**src/rtl/fetch_unit.sv**
```systemverilog
// Instruction fetch front end: PC register with predictor redirect, a single
// outstanding imem request, and a small buffer feeding decode.
module fetch_unit #(
   parameter logic [31:0] RESET_PC   = 32'h0000_0000,
   parameter int          FIFO_DEPTH = 2
) (
   input  logic        clk,
   input  logic        rst,
   output logic [31:0] fetchPc,
   input  logic        fetchHit,
   input  logic [31:0] fetchTarget,
   output logic        imemReq,
   output logic [31:0] imemAddr,
   input  logic        imemReady,
   input  logic        imemRspValid,
   input  logic [31:0] imemRspData,
   input  logic        exRedirect,
   input  logic [31:0] exRedirectPc,
   output logic        decValid,
   input  logic        decReady,
   output logic [31:0] decInstr,
   output logic [31:0] decPc,
   output logic [31:0] decPredTarget,
   output logic        decPredTaken,
   output logic        dbg_state
);
   // Handshakes: a transfer occurs on a rising edge where valid (imemReq or
   // decValid) and ready are both 1; valid never depends on ready.
   // imemRspValid is a one-cycle strobe with no back-pressure.
   localparam int PTR_W = (FIFO_DEPTH > 1) ? $clog2(FIFO_DEPTH) : 1;
   localparam int CNT_W = PTR_W + 1;
   localparam logic [CNT_W-1:0] DEPTH_C = CNT_W'(FIFO_DEPTH);

   typedef enum logic {S_REQ = 1'b0, S_WAIT = 1'b1} state_e;

   state_e           state_q, state_d;
   logic [31:0]      pc_q, pc_d;
   logic             stale_q, stale_d;
   logic [31:0]      pend_pc_q, pend_pc_d;
   logic             pend_taken_q, pend_taken_d;
   logic [31:0]      pend_tgt_q, pend_tgt_d;
   logic [PTR_W-1:0] wr_ptr_q, wr_ptr_d;
   logic [PTR_W-1:0] rd_ptr_q, rd_ptr_d;
   logic [CNT_W-1:0] count_q, count_d;

   logic [31:0] fifo_instr_q [FIFO_DEPTH];
   logic [31:0] fifo_pc_q    [FIFO_DEPTH];
   logic [31:0] fifo_tgt_q   [FIFO_DEPTH];
   logic        fifo_taken_q [FIFO_DEPTH];

   logic        accept, push, pop;
   logic [31:0] pc_plus4, pred_next;

   always_comb begin
      pc_plus4  = pc_q + 32'd4;
      pred_next = fetchHit ? {fetchTarget[31:2], 2'b00} : pc_plus4;
      imemReq   = rst && (state_q == S_REQ) && !exRedirect && (count_q < DEPTH_C);
      accept    = imemReq && imemReady;
      pop       = (count_q != '0) && decReady && !exRedirect;
      push      = (state_q == S_WAIT) && imemRspValid && !stale_q && !exRedirect;

      state_d      = state_q;
      pc_d         = pc_q;
      stale_d      = stale_q;
      pend_pc_d    = pend_pc_q;
      pend_taken_d = pend_taken_q;
      pend_tgt_d   = pend_tgt_q;
      wr_ptr_d     = wr_ptr_q;
      rd_ptr_d     = rd_ptr_q;
      count_d      = count_q;

      if (exRedirect) begin
         // A redirect flushes the buffer; an in-flight response still has to
         // be absorbed, so it is marked stale unless it lands this very cycle.
         pc_d     = {exRedirectPc[31:2], 2'b00};
         wr_ptr_d = '0;
         rd_ptr_d = '0;
         count_d  = '0;
         if (state_q == S_WAIT) begin
            if (imemRspValid) begin
               state_d = S_REQ;
               stale_d = 1'b0;
            end else begin
               stale_d = 1'b1;
            end
         end
      end else begin
         case (state_q)
            S_REQ: begin
               if (accept) begin
                  pc_d         = pred_next;
                  pend_pc_d    = pc_q;
                  pend_taken_d = fetchHit;
                  pend_tgt_d   = pred_next;
                  state_d      = S_WAIT;
               end
            end
            S_WAIT: begin
               if (imemRspValid) begin
                  state_d = S_REQ;
                  stale_d = 1'b0;
               end
            end
            default: state_d = S_REQ;
         endcase
         if (push) wr_ptr_d = wr_ptr_q + PTR_W'(1);
         if (pop)  rd_ptr_d = rd_ptr_q + PTR_W'(1);
         case ({push, pop})
            2'b10:   count_d = count_q + CNT_W'(1);
            2'b01:   count_d = count_q - CNT_W'(1);
            default: count_d = count_q;
         endcase
      end
   end

   always_ff @(posedge clk or negedge rst) begin
      if (!rst) begin
         state_q      <= S_REQ;
         pc_q         <= RESET_PC;
         stale_q      <= 1'b0;
         pend_pc_q    <= '0;
         pend_taken_q <= 1'b0;
         pend_tgt_q   <= '0;
         wr_ptr_q     <= '0;
         rd_ptr_q     <= '0;
         count_q      <= '0;
      end else begin
         state_q      <= state_d;
         pc_q         <= pc_d;
         stale_q      <= stale_d;
         pend_pc_q    <= pend_pc_d;
         pend_taken_q <= pend_taken_d;
         pend_tgt_q   <= pend_tgt_d;
         wr_ptr_q     <= wr_ptr_d;
         rd_ptr_q     <= rd_ptr_d;
         count_q      <= count_d;
      end
   end

   // Buffer storage needs no reset: entries are only visible while count_q != 0.
   always_ff @(posedge clk) begin
      if (push) begin
         fifo_instr_q[wr_ptr_q] <= imemRspData;
         fifo_pc_q[wr_ptr_q]    <= pend_pc_q;
         fifo_tgt_q[wr_ptr_q]   <= pend_tgt_q;
         fifo_taken_q[wr_ptr_q] <= pend_taken_q;
      end
   end

   assign fetchPc       = pc_q;
   assign imemAddr      = pc_q;
   assign decValid      = (count_q != '0);
   assign decInstr      = fifo_instr_q[rd_ptr_q];
   assign decPc         = fifo_pc_q[rd_ptr_q];
   assign decPredTarget = fifo_tgt_q[rd_ptr_q];
   assign decPredTaken  = fifo_taken_q[rd_ptr_q];
   assign dbg_state     = (state_q == S_WAIT);

   logic unused_ok;
   assign unused_ok = ^{fetchTarget[1:0], exRedirectPc[1:0]};

endmodule

```
**config.mk**
```make
export PLATFORM = sky130hd
export DESIGN_NAME = fetch_unit
export DESIGN_NICKNAME = d
export VERILOG_FILES = /design/src/rtl/fetch_unit.sv
export SDC_FILE = /design/constraint.sdc
export NUM_CORES = 1
export LEC_CHECK = 0
export ABC_AREA = 0
export ABC_CLOCK_PERIOD_IN_PS = 18000
export BUFFER_PORTS_ARGS = -buffer_cell sky130_fd_sc_hd__buf_2
export CORE_MARGIN = 2
export CORE_UTILIZATION = 58
export DETAILED_ROUTE_END_ITERATION = 12
export GPL_ROUTABILITY_DRIVEN = 0
export PLACE_DENSITY = 0.93
export REMOVE_ABC_BUFFERS = 1
export SYNTH_ARGS = -nofsm -noshare
export SYNTH_HDL_FRONTEND = slang
export SYNTH_SLANG_ARGS = --single-unit
```
**constraint.sdc**
```tcl
create_clock -name clk -period 18 [get_ports clk]
set_input_delay 1.8 -clock clk [delete_from_list [all_inputs] [get_ports clk]]
set_output_delay 1.8 -clock clk [all_outputs]
set_load 0.02 [all_outputs]
```
==> run metrics, run 1 <==
worst r2r src=dbg_state; slowest cell delay on critical path=about 680 ps; CTS Buf Count=30; Top Layer Used=met4; initial antenna violation count=2; fmax=201 MHz; number of port buffers=roughly 260; total negative slack=0 ps; buffer and inverter count on the worst path=3; CP max stage cell=nor4b_2; Async SR Flop Fraction=34.7%; Final Power=1.64 mW; grt ovf=0; drt drc=0; Core ar.=between 20,000 and 25,000 um2; I/O Pins=roughly 270; Crit path arrival time=about 3200 ps; Area Overhead vs Synth=19.2%; #FFs+latches synth=approximately 300; max_cap viols=0; Post-synth EDFFs=approximately 190; Synth Area in Adders=less than 1%; reg-to-reg setup timing slack=15,070 ps; ys flop type=edfxtp_1; Final Critical Period=4980 ps; proportion of synthesized area in mux cells=between 9 and 10%; DIE AREA=between 20,000 and 25,000 um2; Top delay family on crit path=buffers and inverters; period utilization=27.7%; worst path cell trace=buf_2, buf_4, nor4b_2, buf_2; Yosys warning total=0; Synth Instances=885; Pre-antenna DRT Iters=5; hold endpoint=fifo_pc_q[0][21]; hold wc startpoint=pend_pc_q[21]; outcome=finished clean; wire length per cell=22.0 um; Yosys cell types=between 50 and 60; die width=between 100 and 150 um; Post-DP HPWL=slightly below 20,000 um; metal2 WL=roughly 16,000 um; Starting Density=roughly three fifths; crit path max fanout=about 50; leak pwr=6.05 nW; Max VDD drop=86.7 uV; Slew Viols, Final=0; CP Capture Type=output port; die height=149 um; fill count=approximately 1.4k; Compound-Gate Fraction of Synth Area=6.34%; row count=53; most common cell type on the critical path=buf_2; startpoint types=primary input; sequential fraction of the synthesis area=between 60% and 70%; final WL=between 30,000 and 40,000 um; final net count=1,209; Fin. Hold Viols=0; worst slew pin tran=approximately 1100 ps; cell area after synthesis=around 12,000 um2; Cell Pwr Density=around 110 nW/um2; Critical Path RT=roughly 16,000 ps; Rel. slew slack=between 20% and 30%; R2R Path End=fetchPc[20]; M1 WL=11,700 um; Synth Area in XOR/XNOR=1.51%; Post-DRT Antenna Nets=0; vias in the first global route=about 8.2k; post-cts resize count=0; clock slew seen by the registers of the worst setup and hold paths=60 ps; metal3 WL=2930 um; layout cells sized above 1=38.4%; CTS Buffer Depth=3; Worst Clk Skew=8.94 ps; Reg2Reg Depth=6; vias after detailed routing=8,275; Root Driver=clkbuf_16; drt initial violations=511; Worst Hold Depth=0; Setup Viol. Count Final=0; total track usage=around 28%; Clk Latency, worst-skew pair=roughly 550 ps; largest net degree at the start of global routing=75; RSZ-0062 raised after global routing=no; first-pass GRT wire length=between 40,000 and 50,000 um; TritonCTS clock tree=done; Hold Path Class=flip-flop to flip-flop; critical setup path kind=primary input to output port; syn_area_per_cell=13.8 um2; setup bufs post-CTS=0; Via density=around 6; H-tree Lvls=1; CTS Hold Bufs=0; largest family of logic cells by synthesized area=simple AND/OR/NAND/NOR gates; simple-gate portion of the synthesized area=under 10%; Clock Sinks=a little under 300
[layer usage]
metal / vias to the layer above / GRT usage [%]
met5: - / 0
met4: 0 / 7.95
met3: 58 / 6.33
met2: 475 / 48.0
met1: 4085 / 35.1
li1: 3657 / -
[cell usage in the layout (no fill, tap or decap), drive strengths merged, types with 2 or more instances in the layout]
cell type / synthesis / layout
buf: 44 / 273
edfxtp: 194 / 194
nand2: 161 / 161
dfrtp: 103 / 103
mux2: 98 / 98
clkbuf: 41 / 34
o21ai: 28 / 28
nand3: 25 / 25
a21oi: 19 / 19
a21o: 14 / 14
a221o: 14 / 14
nand4: 14 / 14
xnor2: 11 / 11
a22oi: 11 / 11
inv: 9 / 11
xor2: 10 / 10
nor2: 10 / 10
clkinv: 0 / 9
nor4: 8 / 8
nor2b: 7 / 7
clkinvlp: 0 / 7
nor3: 7 / 7
o211ai: 7 / 7
and3: 5 / 5
diode: 0 / 4
or4: 4 / 4
a31oi: 4 / 4
bufinv: 0 / 4
and4: 3 / 3
nand2b: 3 / 3
a221oi: 3 / 3
or3: 3 / 3
or2: 3 / 3
nor3b: 3 / 3
mux2i: 2 / 2
o21a: 2 / 2
and2: 2 / 2
[worst max path at each step]
stage               slack [ps]  cells after the start                  to         start
finish                   13020                      4             imemReq    exRedirect
CTS                      13010                      3             imemReq           rst
floorplan                 8200                      2  fifo_instr_q[1][0]  imemRspValid
global placement         13060                      3             imemReq           rst
detailed placement       13010                      3             imemReq           rst
global route             12900                      3             imemReq           rst
[synth_stat cells (5+ instances only)]
library cell	number	share of area [%]
nand3_1	24	0.98
mux2_2	98	9.0
dfrtp_1	103	21
o21ai_0	9	0.37
edfxtp_1	194	48
nand2_1	161	5.0
a22oi_1	11	0.68
inv_1	9	0.28
buf_4	36	2.2
nor2_1	10	0.31
nor2b_1	7	0.36
o21ai_1	19	0.78
a21oi_1	19	0.78
nor3_1	7	0.29
buf_2	5	0.21
xor2_1	10	0.72
a21o_1	14	0.86
clkbuf_1	41	1.3
and3_1	5	0.26
xnor2_1	11	0.79
a221o_1	14	1.1
nor4_1	7	0.36
o211ai_1	6	0.37
nand4_1	12	0.62
[state kept, by name, indices dropped and copies added (netlist names), 2 cells and up]
register and count:
count_q 2, fetchPc 32, fifo_instr_q 64, fifo_taken_q 2, fifo_pc_q 64, fifo_tgt_q 64, pend_tgt_q 32, pend_pc_q 32
[kinds of logic after synthesis]
logic type,after synthesis
adder cells (fa/ha/maj),1
AND/OR/NAND/NOR,260
AO/OA/AOI/OAI,112
flip-flops,297
multiplexers,100
buffers and inverters,94
XOR/XNOR,21
[area by class of cell]
cell class,count,area [um2],area share [%]
Sequential cell,297,8410,57.8
Multi-Input combinational cell,494,3320,22.9
Timing Repair Buffer,273,1400,9.60
Clock buffer,34,797,5.48
Tap cell,275,344,2.37
Clock inverter,22,234,1.61
Inverter,9,33.8,0.232
Antenna cell,4,10.0,0.0688
[per-stage QoR]
step	cells	util (%)	worst slack [ps]	cell area, um2	hold WS (ps)
detailed placement	1348	64.9	13010	13500	455
floorplan	800	-	8200	11700	442
global placement	1348	64.9	13060	13500	448
finish	1408	69.9	13020	14500	471
CTS	1404	69.8	13010	14500	457
global route	1404	69.8	12900	14500	481
[where the power goes]
part	switching [mW]	internal, mW
clock	0.263	0.377
combinational	0.0955	0.0599
sequential	0.0535	0.789
[worst register-to-register path, cell delays in order (launching register included)]
cell     delay, ps
dfrtp_1        450
nor4b_2        610
and2_2         620
buf_4          450
nand2_1        290
o22ai_1        300
a221o_1        150
Power figures use the tool's default switching activity.
==> run 2, diff against run 1 <==
Settings changed: ABC_AREA 0 to 1, ABC_CLOCK_PERIOD_IN_PS 18000 to 4190, CORE_UTILIZATION 58 to 49, PLACE_DENSITY 0.93 to 0.85.
Clock period 18 ns to 4.19 ns, I/O delays scaled along.
==> run 2 against run 1 <==
  * First-iteration DRC count up 69%
  * Sequential share of layout area down 1.1 points
  * Hold slack worse by 410 ps
  * Critical path depth up 1
  * Synthesized cell count up 39%
  * Sequential power rose to 4.8 times the previous value
  * Non-clock buffer count up 1
  * Clock power rose to 4.1 times the previous value
  * Global-route usage down 5.5 points
  * Clock-buffer cell count up 4
  * Largest cell class unchanged
  * Largest power group unchanged
  * Highest routed layer unchanged
==> run metrics, run 2 <==
Synth Instances=1,226 (was 885); TritonCTS clock tree=done (unchanged); Post-DRT Antenna Nets=0 (unchanged); Reg2Reg Depth=5 (was 6); syn_area_per_cell=10.1 um2 (was 13.8 um2); total track usage=22.2% (was 27.7%); Async SR Flop Fraction=34.7% (unchanged); Fin. Hold Viols=0 (unchanged); buffer and inverter count on the worst path=3 (unchanged); vias after detailed routing=9,215 (was 8,275); drt initial violations=863 (was 511); H-tree Lvls=1 (unchanged); #FFs+latches synth=297 (unchanged); drt drc=0 (unchanged); leak pwr=6.83 nW (was 6.05 nW); Hold Path Class=primary input to flip-flop (was flip-flop to flip-flop); Slew Viols, Final=0 (unchanged); sequential fraction of the synthesis area=67.7% (was 68.9%); number of port buffers=262 (unchanged); die height=163 um (was 149 um); die width=163 um (was 149 um); Core ar.=25,000 um2 (was 20,800 um2); Yosys warning total=0 (unchanged); Final Critical Period=roughly 3000 ps; worst slew pin tran=1040 ps (was 1090 ps); Worst Clk Skew=26.8 ps (was 8.94 ps); layout cells sized above 1=23.1% (was 38.4%); most frequent cells in the layout=nand2_1 (549), buf_2 (261), edfxtp_1 (194), dfrtp_1 (102), inv_1 (66) (was buf_2 (261), edfxtp_1 (194), nand2_1 (160), dfrtp_1 (102), mux2_2 (98)); largest net degree at the start of global routing=77 (was 75); DIE AREA=26,600 um2 (was 22,200 um2); most common cell after layout, fill and taps aside=nand2_1 (was buf_2); wire length per cell=16.6 um (was 22.0 um); Post-DP HPWL=19,800 um (was 19,700 um); hold endpoint=fifo_instr_q[0][28] (was fifo_pc_q[0][21]); CTS Buffer Depth=3 (unchanged); fmax=about 340 MHz; worst r2r src=dbg_state (unchanged); share of the synthesized area in the top cell type=46.9% (was 47.8%); critical setup path kind=flip-flop to output port (was primary input to output port); Cell Pwr Density=559 nW/um2 (was 113 nW/um2); Max VDD drop=298 uV (was 86.7 uV); Starting Density=49.6% (was 58.6%); Yosys cell types=32 (was 54); Final Power=8.28 mW (was 1.64 mW); Critical Path RT=3770 ps (was 16,200 ps); Worst Hold Depth=1 (was 0); vias in the first global route=8,667 (was 8,229); crit path max fanout=76 (was 51); grt ovf=0 (unchanged); cell area after synthesis=12,400 um2 (was 12,200 um2); Post-synth EDFFs=194 (unchanged); biggest regs=fifo_instr_q (64), fifo_pc_q (64), fifo_tgt_q (64) (unchanged); max_cap viols=0 (unchanged); RSZ-0062 raised after global routing=no (unchanged); slowest cell delay on critical path=700 ps (was 680 ps); row count=58 (was 53); Commonest cells post-synth=nand2_1 (549), edfxtp_1 (194), dfrtp_1 (103) (was edfxtp_1 (194), nand2_1 (161), dfrtp_1 (103)); startpoint types=flip-flop (was primary input); min setup slack post-route=1240 ps (was 13,020 ps); outcome=finished clean (unchanged); worst path cell trace=clkinv_2, buf_12, nand2_1, nand2_1, buf_2 (was buf_2, buf_4, nor4b_2, buf_2); R2R Path End=fifo_pc_q[0][24] (was fetchPc[20]); ys flop type=edfxtp_1 (unchanged); first-pass GRT wire length=46,000 um (was 46,900 um); Clock Sinks=297 (unchanged); Area Overhead vs Synth=19.3% (was 19.2%); Pre-antenna DRT Iters=5 (unchanged); Setup Viol. Count Final=0 (unchanged); most common cell type on the critical path=nand2_1 (was buf_2); clock slew seen by the registers of the worst setup and hold paths=60 ps (about the same); Root Driver=clkbuf_16 (unchanged); post-cts resize count=0 (unchanged); CP max stage cell=dfrtp_4 (was nor4b_2); final WL=30,100 um (was 30,900 um); reg-to-reg setup timing slack=1770 ps (was 15,070 ps); period utilization=a little over two thirds; most frequent cell after synthesis=nand2_1 (was edfxtp_1); Top delay family on crit path=buffers and inverters (unchanged); Clk Latency, worst-skew pair=560 ps (was 550 ps); most area-consuming cells after synthesis=edfxtp_1 (47%), dfrtp_1 (21%), nand2_1 (17%), nand3_1 (2.4%), buf_4 (2.1%) (was edfxtp_1 (48%), dfrtp_1 (21%), mux2_2 (9.0%), nand2_1 (5.0%), buf_4 (2.2%)); Crit path arrival time=2530 ps (was 3180 ps); initial antenna violation count=6 (was 2); Rel. slew slack=30.5% (was 27.5%); final net count=1,559 (was 1,209); Via density=5.08 (was 5.88); hold wc startpoint=imemRspData[28] (was pend_pc_q[21]); pre-CTS setup slack=1330 ps (was 13,010 ps); CP Capture Type=output port (unchanged); CTS Buf Count=29 (was 30); I/O Pins=267 (unchanged); largest area contributor in the netlist=edfxtp_1 (unchanged)
[run 2: changes by cell type in the layout (fill, tap and decap cells not counted), sizes merged, moves of 16 or more]
cell / delta
o21ai: +39
inv: +59
mux2: -98
nor2: +69
nand2: +391
nand3: +36
a21oi: -16
[run 2: per-stage QoR]
step	TNS [ps]	hold slack, ps	cell area (um2)	cells	util, %
after floorplan	-237820	123	11900	1150	-
after global placement	0	381	13800	1753	55.2
after detailed placement	0	399	13800	1753	55.2
after CTS	0	33.2	14800	1808	59.1
after global routing	0	37.2	14800	1814	59.2
final	0	56.8	14800	1814	59.2
[run 2: cell families after synthesis]
kind of cell    share of synthesized area [%]
compound gates                           3.55
xor+xnor                                0.282
fa+ha+maj                               0.101
buf+inv                                  5.90
flops                                    67.7
simple gates                             22.5
[run 2: layer usage]
| layer | track usage (%) | vias up | wire length, um |
|---|---|---|---|
| met5 | 0 | - | 0 |
| met4 | 10.9 | 0 | 1240 |
| met3 | 3.07 | 78 | 2120 |
| met2 | 35.7 | 389 | 14300 |
| met1 | 30.0 | 4347 | 12400 |
| li1 | - | 4401 | - |
[run 2: cell type report]
cell class                      count  area [um2]
Tap cell                          330         413
Timing Repair Buffer              274        1440
Sequential cell                   297        8410
Clock buffer                       38         822
Inverter                           69         260
Multi-Input combinational cell    784        3300
Clock inverter                     16         160
Antenna cell                        6        15.0
Fill cell                        2037       10200
[run 2: how the worst max path moves through the flow]
| stage | start | to | depth (start not counted) |
|---|---|---|---|
| 2_1_floorplan | dbg_state | fifo_instr_q[0][0] | 4 |
| 6_report | rd_ptr_q | decPredTarget[23] | 5 |
| 4_1_cts | rd_ptr_q | decPredTarget[11] | 5 |
| 5_1_grt | rd_ptr_q | decPredTarget[29] | 5 |
| 3_3_place_gp | exRedirect | fetchPc[12] | 6 |
| 3_5_place_dp | exRedirect | fetchPc[2] | 6 |
[run 2: timing repair]
| action | 4_1_cts | 5_1_grt |
|---|---|---|
| hold buffers | 1 | 0 |
| buffers inserted | 0 | 0 |
| hold endpoints to repair | 31 | 0 |
| endpoints found under the setup margin | 0 | 0 |
[run 2: report_power, final]
group          leakage, nW  switching, mW  total [mW]  internal, mW
sequential            3.03          0.371        4.06          3.69
combinational         3.32           1.07        1.58         0.508
clock                0.485           1.08        2.65          1.57
total                 6.83           2.52        8.28          5.76
